File: config.mk
export PLATFORM = sky130hd
export DESIGN_NAME = ram_port_arbiter
export DESIGN_NICKNAME = d
export VERILOG_FILES = /design/src/rtl/ram_port_arbiter.sv
export SDC_FILE = /design/constraint.sdc
export NUM_CORES = 1
export LEC_CHECK = 0
export CAP_MARGIN = 20
export CORE_ASPECT_RATIO = 0.9
export CORE_MARGIN = 5
export CORE_UTILIZATION = 39
export DETAILED_ROUTE_END_ITERATION = 8
export PLACE_DENSITY_LB_ADDON = 0.08
export SLEW_MARGIN = 15
export SYNTH_ARGS = -nofsm -noshare
export SYNTH_HDL_FRONTEND = slang
export SYNTH_SLANG_ARGS = --single-unit
File: constraint.sdc
create_clock -name sys_clk -period 1.6 [get_ports sys_clk]
set_clock_uncertainty 0.05 [all_clocks]
set_input_delay 0.32 -clock sys_clk [delete_from_list [all_inputs] [get_ports sys_clk]]
set_output_delay 0.32 -clock sys_clk [all_outputs]
set_load 0.1 [all_outputs]
File: src/rtl/ram_port_arbiter.sv
// Round-robin arbiter that lets two client engines share one single-port block RAM.
// Commands are registered onto the RAM port; read data is steered back by a requester tag.
module ram_port_arbiter #(
  parameter int ADDR_W = 5,
  parameter int DATA_W = 8,
  parameter int RD_LAT = 1
) (
  input  logic              sys_clk,
  input  logic              sys_rst,
  input  logic              req0,
  input  logic              we0,
  input  logic [ADDR_W-1:0] addr0,
  input  logic [DATA_W-1:0] wdata0,
  output logic              ack0,
  output logic              rvalid0,
  output logic [DATA_W-1:0] rdata0,
  input  logic              req1,
  input  logic              we1,
  input  logic [ADDR_W-1:0] addr1,
  input  logic [DATA_W-1:0] wdata1,
  output logic              ack1,
  output logic              rvalid1,
  output logic [DATA_W-1:0] rdata1,
  output logic              ram_en,
  output logic              ram_we,
  output logic [ADDR_W-1:0] ram_addr,
  output logic [DATA_W-1:0] ram_wr_data,
  input  logic [DATA_W-1:0] ram_rd_data
);

  typedef struct packed {
    logic              we;
    logic [ADDR_W-1:0] addr;
    logic [DATA_W-1:0] wdata;
  } cmd_t;

  logic ptr;  // requester that wins a tie
  logic gnt0, gnt1, xfer;
  cmd_t sel;

  logic [RD_LAT:0] vld_pipe;
  logic [RD_LAT:0] id_pipe;

  always_comb begin
    gnt0 = 1'b0;
    gnt1 = 1'b0;
    if (!sys_rst) begin
      if (req0 && (!req1 || !ptr)) gnt0 = 1'b1;
      else if (req1)               gnt1 = 1'b1;
    end
  end

  assign ack0 = gnt0;
  assign ack1 = gnt1;
  assign xfer = gnt0 | gnt1;

  always_comb begin
    sel = '{we: we0, addr: addr0, wdata: wdata0};
    if (gnt1) sel = '{we: we1, addr: addr1, wdata: wdata1};
  end

  always_ff @(posedge sys_clk) begin
    if (sys_rst) begin
      ptr <= 1'b0;
    end else if (xfer) begin
      ptr <= gnt0;
    end
  end

  // RAM port: address/data hold when idle so the RAM sees a quiet bus
  always_ff @(posedge sys_clk) begin
    if (sys_rst) begin
      ram_en      <= 1'b0;
      ram_we      <= 1'b0;
      ram_addr    <= '0;
      ram_wr_data <= '0;
    end else if (xfer) begin
      ram_en      <= 1'b1;
      ram_we      <= sel.we;
      ram_addr    <= sel.addr;
      ram_wr_data <= sel.wdata;
    end else begin
      ram_en <= 1'b0;
      ram_we <= 1'b0;
    end
  end

  // Stage k of the tag pipe is live k+1 cycles after the handshake;
  // the last stage lines up with valid douta.
  always_ff @(posedge sys_clk) begin
    if (sys_rst) begin
      vld_pipe <= '0;
      id_pipe  <= '0;
    end else begin
      vld_pipe[0] <= xfer && !sel.we;
      id_pipe[0]  <= gnt1;
      for (int k = 1; k <= RD_LAT; k++) begin
        vld_pipe[k] <= vld_pipe[k-1];
        id_pipe[k]  <= id_pipe[k-1];
      end
    end
  end

  always_ff @(posedge sys_clk) begin
    if (sys_rst) begin
      rvalid0 <= 1'b0;
      rvalid1 <= 1'b0;
      rdata0  <= '0;
      rdata1  <= '0;
    end else begin
      rvalid0 <= vld_pipe[RD_LAT] && !id_pipe[RD_LAT];
      rvalid1 <= vld_pipe[RD_LAT] &&  id_pipe[RD_LAT];
      if (vld_pipe[RD_LAT] && !id_pipe[RD_LAT]) rdata0 <= ram_rd_data;
      if (vld_pipe[RD_LAT] &&  id_pipe[RD_LAT]) rdata1 <= ram_rd_data;
    end
  end

endmodule
# --- Yosys cells after proc, flatten, opt, wreduce, memory -nomap -nowiden ---
# Index checks and enable logic that the tools add are counted.
op_classes:
  muxes: 7
  reduce_logical: 10
  bitwise: 2
op_table:
  columns: ["operator", "n"]
  rows:
  - ["two-way mux 14 bit", 1]
  - ["two-way mux 1 bit", 6]
  - ["logical AND 1 bit", 4]
  - ["logical NOT 1 bit", 4]
  - ["OR reduction 2 bit", 1]
  - ["logical OR 1 bit", 1]
  - ["NOT 1 bit", 1]
  - ["bitwise OR 1 bit", 1]
totals:
  in_bits: 40
  reg_bits: 38
  wordCells: 30
  out_inout_bits: 35

# --- Depth between registers and ports, before layout ---
logic_depth:
  ltp_word: 8
  mapped_depth: 5
  mapped_depth_nobuf: 3

# --- Least setup slack after synthesis ---
# No wires, ideal clock.
synth_timing:
  path_type: "input -> output"
  from: "input port sys_rst"
  to: "output port ack0"
  required_time_ns: 1.230
  stages: 4
  t_arrival_ns: 3.019
  setup_slack_ns: -1.789
  path_buffers: 3
  cell_sequence: "buf_2 -> buf_6 -> buf_2 -> a211oi_1"
synth_between:
  elab_chain_len: 1
synth_lines:
  columns: ["item", "line_no", "text"]
  rows:
  - ["from (decl)", "9", "input logic sys_rst,"]
  - ["two-way mux 1 bit", "47", "if (!sys_rst) begin"]
  - ["to (decl)", "14", "output logic ack0,"]
# Every way passes these cells.

# --- Worst setup path in the final report ---
layout_timing:
  from: "input port sys_rst"
  to: "output port ack1"
layout_between:
  elab_chain_len: 1
layout_lines:
  columns: ["item", "line_no", "text"]
  rows:
  - ["two-way mux 1 bit", "47", null]
  - ["to (decl)", "21", "output logic ack1,"]
# Every way passes these cells.

==> results_dict.tcl <==
set metrics [dict create \
    grt_start_max_net_pins 22 \
    status "finished, final reports clean" \
    cp.required_ns 1.23 \
    mostFrequentLayoutCells "37 x dfxtp_1, 36 x clkdlybuf4s50_1, 35 x buf_12, 25 x nand2_1, 17 x a21oi_1" \
    cts_inserted_buffers 5 \
    die_y_um 68.7 \
    hold_violations 0 \
    grt_pass1_wl_um 6840 \
    cp.arrival_ns 1.16 \
    clk_latency_ns 0.28 \
    finalMaxSlewViolations 0 \
    gp_congestion 0.770 \
    ant_nets 0 \
    syn2layout_area_growth_pct 83.9 \
    finalCritPeriodShare_pct 95.6 \
    hold_buffers 0 \
    start_util_pct 40.4 \
    drc_errors 0 \
    wl_per_cell_um 14.7 \
    synth-seq-cells 38 \
    clk_path_buf_depth 2 \
    slowest_delay_ns 0.24 \
    worstHoldStart "req1" \
    postPlaceCellArea_um2 2660 \
    seq_area_frac_synth_pct 50.9 \
    num_antenna_cells 0 \
    cts_tree "done" \
    power_leakage_uw 0.00110 \
    synthArstFlopShare_pct 0 \
    drt-pass1-iter-count 4 \
    viasPerCell 5.16 \
    endpoint_kind "primary output" \
    die_w_um 75.3 \
    cts-root-buf "clkbuf_8" \
    crit_start "sys_rst" \
    port_buffers 74 \
    fin_nets 282 \
    vias 1485 \
    ys.flop_type "dfxtp_1" \
    p_per_area_nw_per_um2 861 \
    tightestPinTransition_ns 0.797 \
    antenna_found_initial 0 \
    rows 21 \
    syn_area_per_cell_um2 9.29 \
    fmax_mhz 654 \
    reg2reg_from "ptr" \
    track_usage_pct 17.4 \
    drive_gt1_share_pct 26.9 \
    rsz0062_at_grt "false" \
    crit_type "input port to primary output" \
    pin_count 75 \
    synth_nets 201 \
    overflow 0 \
    setup_viol 0 \
    drt_iter0_drc 141 \
    final_common_cell "dfxtp_1" \
    final_util_pct 74.2 \
    syn_area_um2 1500 \
    clock_sinks 38 \
    htreeDepth 2 \
    cp-start-kind "input port" \
    cp_cell_sequence "dlygate4sd2_1, buf_6, nor2b_4, and2_4, buf_12" \
    design_area_um2 2750 \
    routed_wl_um 4240 \
    slew_headroom_pct 46.6 \
    syn_inst 161 \
    dieArea_um2 5170 \
    rrSetupSlack_ns 0.23 \
    period_needed_ns 1.53 \
    slowest_stage "dlygate4sd2_1" \
    place_hpwl_um 3230 \
    synth_cell_types 24 \
    hp-class "input port to flip-flop" \
    peakVddDrop_mv 0.656 \
    synth_enable_flop_cells 0 \
    crit_path_max_fanout 5 \
    cap_violations 0 \
    coreArea_um2 3700 \
    synth_warnings 0 \
    first_global_vias 1487 \
    clkSlewWorstSetupHoldPaths_ns 0.07 \
]
[power by group]
group	switching, uW	internal (uW)	leakage [uW]
Sequential	45.8	992	0.000311
Combinational	417	302	0.000740
Clock	320	292	0.0000438
Total	782	1590	0.00110
[worst max-delay path: cells and delay by family]
family / cells / cell delay [ns]
simple gates: 2 / 0.29
buf+inv: 3 / 0.54
[kinds of logic (layout without fill, tap and decap cells)]
family          after synthesis  after routing  share of synthesized area (%)
flops                        38             38                           50.9
buf+inv                      28            109                           9.12
simple gates                 49             49                           16.3
compound gates               46             46                           23.7
[final timing paths]
kind,depth (start not counted),endpoint
setup / recovery,5,ack1
hold / removal,3,ptr
setup reg to reg,4,ram_wr_data[3]
hold reg to reg,1,vld_pipe[1]
[layer usage]
layer / global-route usage, % / wire [um]
met1: 20.9 / 1640
met4: 5.02 / 40
met5: 0 / 0
met3: 8.26 / 474
met2: 27.9 / 2090
[layout make-up]
cell class / count / area [um2]
clock inverter: 2 / 10.0
multi-input combinational: 95 / 611
fill: 251 / 955
clock buffer: 5 / 68.8
sequential: 38 / 762
tap: 46 / 57.6
inverter: 14 / 52.6
timing repair buffer: 88 / 1190
[synthesized netlist by cell type (all sizes together), types with 2 or more instances]
master | number | area share (%)
nor2b | 4 | 2.2
nand2b | 3 | 1.8
inv | 14 | 3.5
a221o | 13 | 8.7
nor2 | 4 | 1.0
buf | 11 | 4.9
nand2 | 25 | 6.3
clkbuf | 3 | 0.75
a2111oi | 13 | 7.6
and2 | 2 | 1.0
dfxtp | 38 | 51
a21oi | 17 | 5.7
nand3 | 9 | 3.0
[repair_timing]
| item | in CTS | in global routing |
|---|---|---|
| cloned | 0 | 0 |
| endpoints found under the setup margin | 15 | 1 |
| pin swaps | 2 | 1 |
| gates resized for setup | 8 | 4 |
| hold endpoints to repair | 0 | 0 |
| setup buffers | 4 | 0 |
[stage by stage]
| stage | hold WS [ns] | power, uW | setup TNS (ns) | setup WS [ns] | std cells |
|---|---|---|---|---|---|
| after floorplan | 0.364 | 1450 | -0.268 | -0.268 | 161 |
| after global placement | 0.373 | 1760 | -4.85 | -0.332 | 278 |
| after detailed placement | 0.378 | 1770 | -5.47 | -0.378 | 278 |
| after CTS | 0.398 | 2400 | 0 | 0.00169 | 289 |
| after global routing | 0.358 | 2460 | 0 | 0.0236 | 288 |
| final | 0.359 | 2370 | 0 | 0.0702 | 288 |
[state kept, by name, summed over array words and instances, names as in the netlist]
name / flops
ram_en: 1
ram_addr: 5
rvalid0: 1
id_pipe: 2
vld_pipe: 2
ptr: 1
ram_wr_data: 8
ram_we: 1
rdata1: 8
rvalid1: 1
rdata0: 8
No activity file was read; power rests on OpenSTA's default activity.
